$ cat config.mk
export PLATFORM = sky130hd
export DESIGN_NAME = dice_roller
export DESIGN_NICKNAME = d
export VERILOG_FILES = /design/src/rtl/dice_pkg.sv /design/src/rtl/button_debouncer.sv /design/src/rtl/dice_roller.sv
export SDC_FILE = /design/constraint.sdc
export NUM_CORES = 1
export LEC_CHECK = 0
export BUFFER_PORTS_ARGS = -buffer_cell sky130_fd_sc_hd__buf_2
export CAP_MARGIN = 30
export CORE_ASPECT_RATIO = 1.1
export CORE_UTILIZATION = 33
export DETAILED_ROUTE_END_ITERATION = 10
export PLACE_DENSITY = 0.52
export SLEW_MARGIN = 25
export SYNTH_ARGS = -nofsm -noshare
export SYNTH_HDL_FRONTEND = slang
export SYNTH_SLANG_ARGS = --single-unit
$ cat constraint.sdc
create_clock -name clock -period 2.5 [get_ports clock]
set_input_delay 0.375 -clock clock [delete_from_list [all_inputs] [get_ports clock]]
set_output_delay 0.375 -clock clock [all_outputs]
set_load 0.05 [all_outputs]
$ cat src/rtl/dice_pkg.sv
// dice_pkg: shared types and constants for the dice roller.
//   state_e   : roller FSM states (idle, spinning, latching a result)
//   DIE_MIN   : lowest face value
//   DIE_MAX   : highest face value
//   LFSR_TAPS : Galois feedback mask for the optional 16-bit LFSR
package dice_pkg;

   typedef enum logic [1:0] {
      StIdle,
      StRolling,
      StLatch
   } state_e;

   localparam logic [2:0]  DIE_MIN   = 3'd1;
   localparam logic [2:0]  DIE_MAX   = 3'd6;
   localparam logic [15:0] LFSR_TAPS = 16'hB400;

endpackage

$ cat src/rtl/button_debouncer.sv
// button_debouncer: two-flop synchronizer followed by a stable-level debounce counter.
// The debounced level only changes after the synchronized input has differed from it for
// DEBOUNCE_CYCLES consecutive cycles.
// Ports:
//   clk_i   : clock, rising edge
//   rst_ni  : synchronous active-low reset
//   btn_i   : raw asynchronous button level
//   level_o : debounced button level
module button_debouncer #(
   parameter int unsigned DEBOUNCE_CYCLES = 250000
) (
   input  logic clk_i,
   input  logic rst_ni,
   input  logic btn_i,
   output logic level_o
);

   localparam int unsigned CntW = $clog2(DEBOUNCE_CYCLES + 1);

   logic            sync1_q, sync2_q;
   logic            level_q, level_d;
   logic [CntW-1:0] cnt_q, cnt_d;
   logic [CntW-1:0] cnt_inc;

   always_comb begin
      level_d = level_q;
      cnt_d   = '0;
      cnt_inc = cnt_q + CntW'(1);
      if (sync2_q != level_q) begin
         if (cnt_inc == CntW'(DEBOUNCE_CYCLES)) begin
            // Level accepted: toggle and restart counting from zero.
            level_d = ~level_q;
         end else begin
            cnt_d = cnt_inc;
         end
      end
   end

   always_ff @(posedge clk_i) begin
      if (!rst_ni) begin
         sync1_q <= 1'b0;
         sync2_q <= 1'b0;
         level_q <= 1'b0;
         cnt_q   <= '0;
      end else begin
         sync1_q <= btn_i;
         sync2_q <= sync1_q;
         level_q <= level_d;
         cnt_q   <= cnt_d;
      end
   end

   assign level_o = level_q;

endmodule

$ cat src/rtl/dice_roller.sv
// dice_roller: debounced roll button drives two spinning die counters; on release the
// counters are latched into die1/die2/sum with a one-cycle roll_valid pulse.
// Optional feature macro: DICE_LFSR_EN adds a free-running 16-bit Galois LFSR whose lsb
// makes the first die advance by 1 or 2 per spinning cycle.
// Ports:
//   clock      : clock, rising edge
//   reset      : synchronous active-low reset
//   roll       : raw bouncing roll button, active-high
//   die1, die2 : latched die values 1..6 (0 until the first roll)
//   sum        : die1 + die2 (0 until the first roll)
//   roll_valid : one-cycle pulse when new values appear
//   rolling    : high while the dice spin
module dice_roller
   import dice_pkg::*;
#(
   parameter int unsigned DEBOUNCE_CYCLES = 250000,
   parameter logic [15:0] LFSR_SEED       = 16'hACE1
) (
   input  logic       clock,
   input  logic       reset,
   input  logic       roll,
   output logic [2:0] die1,
   output logic [2:0] die2,
   output logic [3:0] sum,
   output logic       roll_valid,
   output logic       rolling
);

   logic       level;
   state_e     state_q, state_d;
   logic [2:0] c1_q, c1_d, c2_q, c2_d;
   logic [2:0] die1_q, die1_d, die2_q, die2_d;
   logic [3:0] sum_q, sum_d;
   logic [1:0] step;
   logic [3:0] c1_sum, c2_sum;
   logic       c1_wrap, c2_wrap;
   logic [2:0] c1_spin, c2_spin;

   button_debouncer #(
      .DEBOUNCE_CYCLES(DEBOUNCE_CYCLES)
   ) u_debouncer (
      .clk_i  (clock),
      .rst_ni (reset),
      .btn_i  (roll),
      .level_o(level)
   );

`ifdef DICE_LFSR_EN
   localparam logic [15:0] SeedEff = (LFSR_SEED == 16'h0000) ? 16'h0001 : LFSR_SEED;

   logic [15:0] lfsr_q, lfsr_d;

   always_comb begin
      lfsr_d = {1'b0, lfsr_q[15:1]} ^ (lfsr_q[0] ? LFSR_TAPS : 16'h0000);
   end

   always_ff @(posedge clock) begin
      if (!reset) begin
         lfsr_q <= SeedEff;
      end else begin
         lfsr_q <= lfsr_d;
      end
   end

   assign step = lfsr_q[0] ? 2'd2 : 2'd1;
`else
   // Seed has no effect without the LFSR; this empty block only keeps it elaborated.
   if (LFSR_SEED == 16'h0000) begin : g_seed_unused
   end

   assign step = 2'd1;
`endif

   // Spin values: wrap past DIE_MAX back into DIE_MIN..DIE_MAX; c2 ticks on a c1 wrap.
   always_comb begin
      c1_sum  = {1'b0, c1_q} + {2'b00, step};
      c1_wrap = (c1_sum > {1'b0, DIE_MAX});
      c1_spin = c1_wrap ? 3'(c1_sum - {1'b0, DIE_MAX}) : c1_sum[2:0];
      c2_sum  = {1'b0, c2_q} + {3'b000, c1_wrap};
      c2_wrap = (c2_sum > {1'b0, DIE_MAX});
      c2_spin = c2_wrap ? DIE_MIN : c2_sum[2:0];
   end

   always_comb begin
      state_d = state_q;
      c1_d    = c1_q;
      c2_d    = c2_q;
      die1_d  = die1_q;
      die2_d  = die2_q;
      sum_d   = sum_q;
      case (state_q)
         StIdle: begin
            // Level can only be high in idle after a fresh debounced rise.
            if (level) begin
               state_d = StRolling;
            end
         end
         StRolling: begin
            c1_d = c1_spin;
            c2_d = c2_spin;
            if (!level) begin
               state_d = StLatch;
               // Load outputs now so they change in the same cycle roll_valid pulses.
               die1_d  = c1_spin;
               die2_d  = c2_spin;
               sum_d   = {1'b0, c1_spin} + {1'b0, c2_spin};
            end
         end
         StLatch: begin
            state_d = StIdle;
         end
         default: begin
            state_d = StIdle;
         end
      endcase
   end

   always_ff @(posedge clock) begin
      if (!reset) begin
         state_q <= StIdle;
         c1_q    <= DIE_MIN;
         c2_q    <= DIE_MIN;
         die1_q  <= 3'd0;
         die2_q  <= 3'd0;
         sum_q   <= 4'd0;
      end else begin
         state_q <= state_d;
         c1_q    <= c1_d;
         c2_q    <= c2_d;
         die1_q  <= die1_d;
         die2_q  <= die2_d;
         sum_q   <= sum_d;
      end
   end

   assign die1       = die1_q;
   assign die2       = die2_q;
   assign sum        = sum_q;
   assign roll_valid = (state_q == StLatch);
   assign rolling    = (state_q == StRolling);

endmodule
# Word level (Yosys, flattened, before mapping)
# Index checks and enable logic that the tools add are counted.
[word_totals]
ff_bits = 39
wordCells = 36
mem_bits_ro = 0
latchBits = 0
inputBits = 3
out_inout_bits = 12
mem_bits_rw = 0
memories = 0
[classes]
shifts = 0
n_mul = 0
eq_ne = 6
n_bitwise = 3
n_div = 0
n_reduce_logical = 5
muxes = 5
addsub = 5
order_cmp = 2
[op_table]
columns = ["operator", "n"]
rows = [
  ["18-bit by 1-bit adder with 18-bit output (second input constant)", 1],
  ["18-bit == test (second input constant)", 1],
  ["4-bit by 3-bit greater-than comparator with 1-bit output (second input constant)", 2],
  ["3-bit two-way mux", 2],
  ["2-bit AND reduction", 3],
  ["3-bit by 1-bit adder with 4-bit output", 1],
  ["3-bit by 1-bit adder with 4-bit output (second input constant)", 1],
  ["3-bit by 3-bit adder with 4-bit output", 1],
  ["2-bit two-way mux", 2],
  ["2-bit one-hot mux with 2 select lines", 1],
  ["1-bit NOT", 3],
  ["3-bit OR reduction", 1],
  ["3-bit subtractor (second input constant)", 1],
  ["2-bit by 1-bit == test with 1-bit output (second input constant)", 1],
  ["2-bit == test (second input constant)", 1],
  ["2-bit zero test", 1],
  ["2-bit by 1-bit inequality test with 1-bit output (second input constant)", 1],
  ["2-bit inequality test (second input constant)", 1],
  ["1-bit inequality test", 1],
]

# Longest topological paths before layout
# Gate-level depths: netlist of the first run.
[logic_depth]
ltp_word = 6
mapped_depth = 12
depth_no_buf = 12

# Hierarchy
# Synthesis of the first run repeated with hierarchy kept, for this count alone.
[hier_totals]
cells_unflattened = 232
hier_area_um2 = 2085.8
[by_module_without_submodules]
columns = ["mod", "area_per_inst_um2", "cells_per_inst", "seq_area_each_um2", "instances"]
rows = [
  ["button_debouncer", 1062.3, 118, 420.4, 1],
  ["dice_roller", 1023.5, 114, 360.3, 1],
]

# Worst setup path before layout of the first run
# No wires, ideal clock.
[synth_timing]
path_kind = "reg2reg"
startpoint = "register c1_q[1]"
endpoint = "register sum_q[2], in the netlist sum[2]"
path_slack_ps = 283
n_path_buf = 0
setup_time_ps = 76
required_time_ps = 2424
arrival_ps = 2142
path_stages_with_launch = 12
period_less_slack_ps = 2217
path_cell_list = "dfxtp_1 > nand2_1 > inv_1 > ha_1 > ha_1 > inv_1 > a221oi_1 > o21ai_0 > fa_1 > xnor2_1 > nand2_1 > a21boi_0"
[synth_via]
elab_chain_cells = 6
word_cells_on_any_way = 8
classes_between = "add/sub: 4; order compare: 2; mux: 2"
[synth_lines]
columns = ["element", "line", "rtl"]
rows = [
  ["from (decl)", "dice_roller.sv:31", "logic [2:0] c1_q, c1_d, c2_q, c2_d;"],
  ["from (signal assigned)", "dice_roller.sv:121", "c1_q <= DIE_MIN;"],
  ["from (signal assigned)", "dice_roller.sv:128", "c1_q <= c1_d;"],
  ["3-bit by 1-bit adder with 4-bit output *", "dice_roller.sv:76", "c1_sum = {1'b0, c1_q} + {2'b00, step};"],
  ["4-bit by 3-bit greater-than comparator with 1-bit output", "dice_roller.sv:77", "c1_wrap = (c1_sum > {1'b0, DIE_MAX});"],
  ["3-bit by 1-bit adder with 4-bit output", "dice_roller.sv:79", "c2_sum = {1'b0, c2_q} + {3'b000, c1_wrap};"],
  ["4-bit by 3-bit greater-than comparator with 1-bit output", "dice_roller.sv:80", "c2_wrap = (c2_sum > {1'b0, DIE_MAX});"],
  ["3-bit two-way mux", "dice_roller.sv:81", "c2_spin = c2_wrap ? DIE_MIN : c2_sum[2:0];"],
  ["3-bit by 3-bit adder with 4-bit output *", "dice_roller.sv:106", "sum_d = {1'b0, c1_spin} + {1'b0, c2_spin};"],
  ["to (signal assigned)", "dice_roller.sv:132", "sum_q <= sum_d;"],
  ["to (decl)", "dice_roller.sv:33", "logic [3:0] sum_q, sum_d;"],
]
# Mark *: on every way between the ends. The rest lies on a longest branch, timed or not.
# A chain may end at the register's enable or synchronous reset.

# Final worst setup path of the first run
# Ends and elaborated chain as after synthesis.

==> results.cfg, run 1 <==
[logic_synthesis]
yosys_register_bits = 39
synth.yosys.seq_area_share_pct = 38.5
synth_area_mm2 = 0.00203
synthArstFlopShare_pct = 0
syn_inst = 227
number_of_flops_mapped_to_enable_cells_by_yosys = 0
synth.avg_cell_area_um2 = 8.94
post_synthesis_net_count = 238
synth.yosys.warnings = 0
synth_flop_cell = sky130_fd_sc_hd__dfxtp_1
synth.lib_cells_used.distinct = 46

[critical_path]
critical_path.reg2reg.startpoint = c1_q[1]
cp-start-kind = register
critical_path.startpoint = c1_q[1]
r2r-end = sum[2]
critical_path.endpoint = sum[2]
highest_cell_delay_on_the_worst_timing_path_ns = 0.44
cp.depth = 11
reg2reg_depth = 11
cp.arrival_ns = 2.51
worstPathRequired_ns = 2.72
critical_path.cell_chain = nand2_1 > inv_1 > ha_2 > ha_2 > inv_1 > a221oi_2 > o21ai_2 > fa_1 > xnor2_1 > nand2_1 > a21boi_0
crit_family = adder cells
critPathKind = register to register
slowest_stage = sky130_fd_sc_hd__fa_1
end_kind = register
critical_path_peak_fanout = 4
critPathBufInv = 2
reg2reg_setup_slack_ns = 0.22

[grt]
grt_max_degree = 25
globalRoute.totalOverflow = 0
grt_first_pass_wirelength_um = 7080
first_global_vias = 1492
antenna_violations_before_repair = 0
grt_usage_pct = 14.0

[floorplanning]
core_mm2 = 0.00584
num_io_pins = 15
floorplan.initialDensity_pct = 34.7
width_of_the_chip_um = 76.8
fp.dieH_um = 84.3
placement_rows = 29
die_area_mm2 = 0.00647

[clock_network]
cts_max_path_buffers = 2
insertion_delay_ns = 0.30
cts_tree = yes
cts_buffers = 5
htree_num_levels = 2
cell_at_the_root_of_the_clock_tree = sky130_fd_sc_hd__clkbuf_8
holdBufCountCts = 0
clk_pin_slew_ns = 0.07
cts_num_sinks = 39

[layout]
syn2layout_area_growth_pct = 14.1
drive_gt1_share_pct = 17.6
num-nets-final = 260
antenna-diode-count = 0
layout.core_utilization_pct = 39.6

[drt]
routed_wl_um = 4160
avgRoutedWirePerCell_um = 12.7
vias = 1599
drt-vias-per-instance = 4.89
drt_first_iter_violations = 65
antenna_violating_nets_post_route = 0
residual_drc = 0
detail_route.first_pass.iterations = 4

[placed_design]
place.port_buffers = 14
hpwl_um = 2970
routabilityCongestion = 0.740

[outcome]
outcome = complete, no violations

[timing]
final_min_period_over_clock_period_pct = 91.3
tightestPinTransition_ns = 0.497
setup_viol_count_final = 0
final_total_negative_setup_slack_ns = 0
finClkSkew_ns = 0.00883
maxSlewHeadroom_pct = 66.8
layout_min_cycle_time_ns = 2.28
rsz_0062_raised_after_global_routing = false
timing.final.hold_violations = 0
slew_violations = 0
max_clock_freq_ghz = 0.438

[power]
irDropWorstVdd_mv = 0.326
power.density_mw_per_mm2 = 457
cellLeakagePower_uw = 0.00102

[run]
cap_viol_max_count = 0

[min_path]
hold_class = input port to register
-- kinds of logic (layout without fill, tap and decap cells) --
| kind of cell | Yosys count | after routing | synth area share (%) |
|---|---|---|---|
| AND/OR/NAND/NOR | 97 | 97 | 27.4 |
| AO/OA/AOI/OAI | 41 | 41 | 14.2 |
| flip-flops | 39 | 39 | 38.5 |
| buffers and inverters | 20 | 43 | 4.44 |
| XOR/XNOR | 18 | 18 | 8.14 |
| adder cells (fa/ha/maj) | 8 | 8 | 5.30 |
| multiplexers | 4 | 4 | 2.03 |
-- metrics by stage --
stage          cells  total power (µW)  setup slack (ns)  area [µm²]  hold slack [ns]
5_1_grt          327              1100           0.00934        2320            0.272
6_report         327              1060             0.217        2320            0.285
3_5_place_dp     319               650             0.105        2220            0.433
4_1_cts          327              1080            0.0713        2300            0.280
3_3_place_gp     319               650             0.172        2220            0.437
2_1_floorplan    227               646             0.283        2030            0.412
-- how the worst min path moves through the flow --
stage,slack (ns),endpoint,cells after the start,start
3_5_place_dp,0.43,u_debouncer.sync2_q,1,u_debouncer.sync1_q
3_3_place_gp,0.44,u_debouncer.sync2_q,1,u_debouncer.sync1_q
2_1_floorplan,0.41,u_debouncer.sync2_q,1,u_debouncer.sync1_q
6_report,0.29,u_debouncer.sync1_q,2,roll
5_1_grt,0.27,u_debouncer.sync1_q,2,roll
4_1_cts,0.28,u_debouncer.sync1_q,2,roll
-- synthesized netlist by cell type (5+ instances only) --
cell / count / area (µm²)
sky130_fd_sc_hd__nand4_1: 6 / 37.5
sky130_fd_sc_hd__dfxtp_1: 39 / 781
sky130_fd_sc_hd__nand2_1: 36 / 135
sky130_fd_sc_hd__clkbuf_1: 5 / 18.8
sky130_fd_sc_hd__ha_1: 7 / 87.6
sky130_fd_sc_hd__and2_1: 10 / 62.6
sky130_fd_sc_hd__xor2_1: 11 / 96.3
sky130_fd_sc_hd__a211oi_1: 5 / 37.5
sky130_fd_sc_hd__inv_1: 11 / 41.3
sky130_fd_sc_hd__o21ai_0: 8 / 40.0
sky130_fd_sc_hd__xnor2_1: 6 / 52.6
sky130_fd_sc_hd__o211a_1: 7 / 70.1
sky130_fd_sc_hd__nor2_1: 14 / 52.6
sky130_fd_sc_hd__a21oi_1: 8 / 40.0
sky130_fd_sc_hd__nand3_1: 7 / 35.0
-- repair_timing --
| action | in CTS | in global routing |
|---|---|---|
| buffers inserted | 0 | 0 |
| resized for setup | 0 | 6 |
| setup endpoints to repair | 0 | 4 |
-- flip-flops by register name, summed over array words and instances (netlist names) --
signal,count
u_debouncer.cnt_q,18
die1,3
sum,4
u_debouncer.sync2_q,1
state_q,2
u_debouncer.level_o,1
die2,3
c2_q,3
c1_q,3
u_debouncer.sync1_q,1
-- cell type report --
type | instances | area [µm²]
well taps | 77 | 96.3
repair buffers | 23 | 138
clock inverters | 1 | 5.00
inverters | 12 | 45.0
clock buffers | 7 | 76.3
multi-input cells | 168 | 1170
flip-flops and latches | 39 | 781
fillers | 595 | 3530
-- placed cells by master (no fill, tap or decap), types with 3 or more instances in the layout --
master and instances:
sky130_fd_sc_hd__dfxtp_1 39, sky130_fd_sc_hd__nand2_1 36, sky130_fd_sc_hd__nor2_1 14, sky130_fd_sc_hd__buf_2 14, sky130_fd_sc_hd__inv_1 11, sky130_fd_sc_hd__xor2_1 11, sky130_fd_sc_hd__and2_1 10, sky130_fd_sc_hd__buf_4 9
sky130_fd_sc_hd__a21oi_1 8, sky130_fd_sc_hd__nand3_1 7, sky130_fd_sc_hd__o21ai_0 7, sky130_fd_sc_hd__o211a_1 7, sky130_fd_sc_hd__nand4_1 6, sky130_fd_sc_hd__xnor2_1 6, sky130_fd_sc_hd__a211oi_1 5, sky130_fd_sc_hd__ha_1 5
sky130_fd_sc_hd__clkbuf_8 5, sky130_fd_sc_hd__mux2i_1 3, sky130_fd_sc_hd__a21o_1 3, sky130_fd_sc_hd__nand2b_1 3, sky130_fd_sc_hd__and3_1 3, sky130_fd_sc_hd__a21boi_0 3
-- per-layer routing --
layer	wire length, µm	GRT usage, %	vias to the layer above
met1	2190	19.6	731
met2	1700	19.6	25
met4	82	6.82	0
li1	-	-	836
met5	0	0	-
met3	197	3.80	7
-- report_power, final --
group / switching [µW] / internal (µW) / leakage (µW) / total, µW
Sequential: 1.13 / 623 / 0.000315 / 624
Clock: 226 / 196 / 0.0000422 / 422
Combinational: 8.41 / 3.45 / 0.000659 / 11.9
Total: 235 / 822 / 0.00102 / 1060
No activity file was read; power rests on OpenSTA's default activity.
==> run 2, diff against run 1 <==
--- a/config.mk
+++ b/config.mk
@@ -5,12 +5,13 @@
 export SDC_FILE = /design/constraint.sdc
 export NUM_CORES = 1
 export LEC_CHECK = 0
+export ABC_CLOCK_PERIOD_IN_PS = 2500
 export BUFFER_PORTS_ARGS = -buffer_cell sky130_fd_sc_hd__buf_2
 export CAP_MARGIN = 30
 export CORE_ASPECT_RATIO = 1.1
 export CORE_UTILIZATION = 33
 export DETAILED_ROUTE_END_ITERATION = 10
-export PLACE_DENSITY = 0.52
+export PLACE_DENSITY = 0.54
 export SLEW_MARGIN = 25
 export SYNTH_ARGS = -nofsm -noshare
 export SYNTH_HDL_FRONTEND = slang
==> run 2 against run 1 <==
Effect of this change:
- sequential power about the same
- via count grew 0.94%
- wire length fell by 1.0%
- clock power is 28% higher
- maximum frequency rose by 1.6%
- design area grew 0.38%
- critical path depth unchanged
- flip-flop and latch count did not move
- die area unchanged
- global-route usage fell by 0.20 points
- setup slack better by 0.036 ns
- critical path type unchanged
- largest power group unchanged
==> results.cfg, run 2 (synthesis results as in run 1) <==
[outcome]
outcome = complete, no violations

[timing]
layout_min_cycle_time_ns = 2.25
finClkSkew_ns = 0.00838
worst_hold_slack_ns = 0.287
timing.final.hold_violations = 0
maxSlewHeadroom_pct = 66.6
tightestPinTransition_ns = 0.500
slew_violations = 0
setup_viol_count_final = 0
final_min_period_over_clock_period_pct = 89.9
max_clock_freq_ghz = 0.445

[drt]
routed_wl_um = 4120
drt_first_iter_violations = 85
residual_drc = 0
avgRoutedWirePerCell_um = 12.7
drt-vias-per-instance = 4.98
vias = 1614
detail_route.first_pass.iterations = 4
antenna_violating_nets_post_route = 0

[critical_path]
critPathKind = register to register
critPathBufInv = 2
cp-start-kind = register
worstPathRequired_ns = 2.73
cp.arrival_ns = 2.47
slowest_stage = sky130_fd_sc_hd__fa_1
critical_path_peak_fanout = 4
critical_path.cell_chain = nand2_1 > inv_1 > ha_2 > ha_2 > inv_1 > a221oi_2 > o21ai_2 > fa_1 > xnor2_1 > nand2_1 > a21boi_0
crit_family = adder cells
highest_cell_delay_on_the_worst_timing_path_ns = 0.44
end_kind = register

[grt]
grt_first_pass_wirelength_um = 7020
grt_max_degree = 25
globalRoute.totalOverflow = 0
globalRouteMet1Util_pct = 17.9
antenna_violations_before_repair = 0
global_routing_usage_on_met3_pct = 3.91
grt_busiest_layer = met2
grt_usage_pct = 13.8
first_global_vias = 1439
global_route.usage.met2_pct = 21.5

[floorplanning]
floorplan.initialDensity_pct = 34.7
placement_rows = 29
core_mm2 = 0.00584
num_io_pins = 15
die_area_mm2 = 0.00647
fp.dieH_um = 84.3
width_of_the_chip_um = 76.8

[clock_network]
insertion_delay_ns = 0.29
cts_tree = yes
htree_num_levels = 2
cts_buffers = 5
cell_at_the_root_of_the_clock_tree = sky130_fd_sc_hd__clkbuf_8
cts_num_sinks = 39
cts_max_path_buffers = 2
clk_pin_slew_ns = 0.08

[layout]
final_design_area_no_fill_mm2 = 0.00232
drive_gt1_share_pct = 17.4
num-nets-final = 257
final-instance-count-excl-fill = 324
mostFrequentLayoutCell = sky130_fd_sc_hd__dfxtp_1
mostFrequentLayoutCells = sky130_fd_sc_hd__dfxtp_1, sky130_fd_sc_hd__nand2_1, sky130_fd_sc_hd__nor2_1, sky130_fd_sc_hd__buf_2
fill_cells = 603
regMostFlops = u_debouncer.cnt_q
syn2layout_area_growth_pct = 14.5
largest_register_ffs = 18
antenna-diode-count = 0

[placed_design]
place.port_buffers = 14
hpwl_um = 2930
routabilityCongestion = 0.760
dpl.cell_count = 316
dpl_cell_area_mm2 = 0.00220

[run]
cap_viol_max_count = 0

[power]
irDropWorstVdd_mv = 0.277
power.density_mw_per_mm2 = 505
cellLeakagePower_uw = 0.00102

[min_path]
hold_class = input port to register
[run 2: cell count changes in the layout (fill, tap and decap cells not counted), sizes merged]
cell | before | now
bufinv | 0 | 1
clkinv | 2 | 3
buf | 23 | 20
clkbuf | 7 | 5
[run 2: area by class of cell]
class / instances / area [µm²] / share of cell area, %
Timing Repair Buffer: 20 / 115 / 4.95
Inverter: 12 / 45.0 / 1.94
Multi-Input combinational cell: 168 / 1170 / 50.5
Tap cell: 77 / 96.3 / 4.14
Clock buffer: 5 / 68.8 / 2.96
Clock inverter: 3 / 43.8 / 1.88
Sequential cell: 39 / 781 / 33.6
[run 2: final timing paths]
kind                       start  cells past startpoint  slack [ns]                   to
min reg2reg  u_debouncer.sync1_q                      1        0.44  u_debouncer.sync2_q
max                      c1_q[1]                     11        0.25               sum[2]
max reg2reg              c1_q[1]                     11        0.25               sum[2]
min                         roll                      2        0.29  u_debouncer.sync1_q
[run 2: worst reg2reg max path, cell delays in order (launching register included)]
cell                       delay (ns)
sky130_fd_sc_hd__dfxtp_1         0.38
sky130_fd_sc_hd__nand2_1         0.10
sky130_fd_sc_hd__inv_1           0.06
sky130_fd_sc_hd__ha_2            0.20
sky130_fd_sc_hd__ha_2            0.21
sky130_fd_sc_hd__inv_1           0.06
sky130_fd_sc_hd__a221oi_2        0.25
sky130_fd_sc_hd__o21ai_2         0.13
sky130_fd_sc_hd__fa_1            0.44
sky130_fd_sc_hd__xnor2_1         0.14
sky130_fd_sc_hd__nand2_1         0.06
sky130_fd_sc_hd__a21boi_0        0.15
[run 2: repair_timing]
item                       CTS  global route
gates resized for setup      0             6
setup buffers                0             0
hold buffers                 0             0
setup endpoints to repair    0             5
[run 2: stage by stage]
step / util, % / power [µW] / setup WS, ns / setup TNS (ns)
4_1_cts: 39.5 / 1190 / 0.0496 / 0
5_1_grt: 39.8 / 1220 / -0.000822 / -0.000822
2_1_floorplan: - / 646 / 0.283 / 0
6_report: 39.8 / 1170 / 0.253 / 0
3_5_place_dp: 37.6 / 651 / 0.0512 / 0
3_3_place_gp: 37.6 / 651 / 0.125 / 0
[run 2: power by group]
group / switching, µW / total (µW) / leakage [µW] / internal [µW]
Sequential: 1.07 / 624 / 0.000315 / 622
Combinational: 8.67 / 12.1 / 0.000642 / 3.42
Clock: 241 / 539 / 0.0000581 / 297
Total: 251 / 1170 / 0.00102 / 923
[run 2: metal layers]
metal	share of wire, %	up-vias	routed length, µm
met1	48	758	1970
met2	47	19	1940
li1	-	830	-
met5	0	-	0
met4	1.7	0	68
met3	3.4	7	139
==> run 3, diff against run 2 <==
--- a/config.mk
+++ b/config.mk
@@ -5,7 +5,7 @@
 export SDC_FILE = /design/constraint.sdc
 export NUM_CORES = 1
 export LEC_CHECK = 0
-export ABC_CLOCK_PERIOD_IN_PS = 2500
+export ABC_CLOCK_PERIOD_IN_PS = 2150
 export BUFFER_PORTS_ARGS = -buffer_cell sky130_fd_sc_hd__buf_2
 export CAP_MARGIN = 30
 export CORE_ASPECT_RATIO = 1.1
==> constraint.sdc (replaced) <==
create_clock -name clock -period 2.15 [get_ports clock]
set_input_delay 0.3225 -clock clock [delete_from_list [all_inputs] [get_ports clock]]
set_output_delay 0.3225 -clock clock [all_outputs]
set_load 0.05 [all_outputs]
==> run 3 against run 2 <==
Effect of this change:
- first-iteration DRC count decreased by 41%
- non-clock buffer count grew 21
- global-route usage is 0.44 points higher
- design area is 9.7% higher
- combinational power rose by 34%
- register-to-register slack lost 0.13 ns
- largest cell class unchanged
==> results.cfg, run 3 (synthesis results as in run 1) <==
[outcome]
outcome = complete, no violations

[timing]
timing.final.hold_violations = 0
rsz_0062_raised_after_global_routing = false
max_clock_freq_ghz = 0.492
final_min_period_over_clock_period_pct = 94.5
finClkSkew_ns = 0.00776
setup_viol_count_final = 0
maxSlewHeadroom_pct = 64.2
timing.final.ws_setup_ns = 0.118
layout_min_cycle_time_ns = 2.03
tightestPinTransition_ns = 0.536
slew_violations = 0

[drt]
detail_route.first_pass.iterations = 4
residual_drc = 0
drt_first_iter_violations = 50
avgRoutedWirePerCell_um = 12.3
antenna_violating_nets_post_route = 0
vias = 1647
routed_wl_um = 4260
drt-vias-per-instance = 4.77

[power]
fin_total_pwr_uw = 1270
p_sw_share_pct = 24.0
pwr-share-clk_pct = 41.4
combPwrFrac_pct = 1.3
power.density_mw_per_mm2 = 496
cell_internal_pwr_uw = 962
sequential_power_share_pct = 57.3
cellLeakagePower_uw = 0.00112
net-switching-power_uw = 303
irDropWorstVdd_mv = 0.291

[critical_path]
cp-start-kind = register
highest_cell_delay_on_the_worst_timing_path_ns = 0.57
reg2reg_depth = 10
reg2reg_setup_slack_ns = 0.12
cp.arrival_ns = 2.23
slowest_stage = sky130_fd_sc_hd__fa_2
critical_path.cell_chain = nand2_1 > inv_1 > ha_4 > ha_4 > inv_1 > a221oi_2 > o21ai_2 > fa_2 > nand2_1 > o211a_1
worstPathRequired_ns = 2.35
end_kind = register
critical_path_peak_fanout = 4
critPathKind = register to register

[layout]
regMostFlops = u_debouncer.cnt_q
fill_cells = 583
num-nets-final = 278
mostFrequentLayoutCells = sky130_fd_sc_hd__nand2_1, sky130_fd_sc_hd__dfxtp_1, sky130_fd_sc_hd__buf_4, sky130_fd_sc_hd__nor2_1, sky130_fd_sc_hd__buf_2
drive_gt1_share_pct = 29.1
mostFrequentLayoutCell = sky130_fd_sc_hd__nand2_1
largest_register_ffs = 18
syn2layout_area_growth_pct = 25.6
antenna-diode-count = 0

[min_path]
hold-path-cell-count = 2
hold_class = input port to register

[grt]
grt_max_degree = 24
first_global_vias = 1613
globalRoute.totalOverflow = 0
antenna_violations_before_repair = 0
grt_first_pass_wirelength_um = 7290
grt_usage_pct = 14.3

[placed_design]
routabilityCongestion = 0.763
hpwl_um = 3010
place.port_buffers = 14
detailedPlace.worstSlack_ns = -0.00899

[floorplanning]
die_area_mm2 = 0.00647
floorplan.initialDensity_pct = 34.7
width_of_the_chip_um = 76.8
core_mm2 = 0.00584
num_io_pins = 15
fp.dieH_um = 84.3
placement_rows = 29

[clock_network]
cts_tree = yes
cell_at_the_root_of_the_clock_tree = sky130_fd_sc_hd__clkbuf_8
insertion_delay_ns = 0.30
holdBufCountCts = 0
htree_num_levels = 2
clk_pin_slew_ns = 0.09
cts_max_path_buffers = 2
cts_buffers = 5
cts_num_sinks = 39

[run]
cap_viol_max_count = 0
==> run 3: repair_timing <==
action,4_1_cts,5_1_grt
hold endpoints to repair,0,0
pin swaps,0,10
setup buffers,0,1
endpoints found under the setup margin,1,13
resized for setup,2,24
==> run 3: critical path: cells and delay by family (launching register included) <==
| family | cells | cell delay, ns |
|---|---|---|
| adders and majority gates | 3 | 0.85 |
| AOI/OAI and AO/OA | 3 | 0.48 |
| DFF | 1 | 0.34 |
| buffers and inverters | 2 | 0.14 |
| and+or+nand+nor | 2 | 0.12 |
==> run 3: power groups by stage <==
stage               logic [µW]  registers, µW  clock network, µW
global placement          16.6            742                  0
finish                    16.2            725                524
global route              18.3            725                584
floorplan                 9.09            742                  0
CTS                       16.4            725                550
detailed placement        16.4            742                  0
==> run 3: final timing paths <==
kind | from | endpoint
worst max-delay path | c1_q[2] | sum[1]
worst min-delay path | roll | u_debouncer.sync1_q
worst max register to register | c1_q[2] | sum[1]
worst min register to register | u_debouncer.cnt_q[0] | u_debouncer.cnt_q[0]
==> run 3: cell type report <==
cell class	instances	area, µm²	area share [%]
multi-input combinational	168	1260	49.3
clock inverter	3	23.8	0.932
tap	77	96.3	3.78
inverter	12	45.0	1.77
sequential	39	786	30.8
timing repair buffer	41	273	10.7
clock buffer	5	68.8	2.70
==> run 3: stage by stage <==
| step | cell area (µm²) | utilization (%) | instances | hold slack [ns] | setup TNS, ns |
|---|---|---|---|---|---|
| after floorplan | 2030 | - | 227 | 0.412 | 0 |
| after global placement | 2350 | 40.2 | 336 | 0.421 | 0 |
| after detailed placement | 2350 | 40.2 | 336 | 0.424 | -0.00899 |
| after CTS | 2450 | 41.9 | 344 | 0.210 | 0 |
| after global routing | 2550 | 43.6 | 345 | 0.205 | 0 |
| final | 2550 | 43.6 | 345 | 0.226 | 0 |
==> run 3: metal layers <==
metal / track usage (%) / up-vias / share of wire, %
met1: 16.8 / 759 / 47
met2: 24.3 / 19 / 49
met3: 3.70 / 6 / 2.9
met5: 0 / - / 0
met4: 6.29 / 0 / 1.6
li1: - / 863 / -
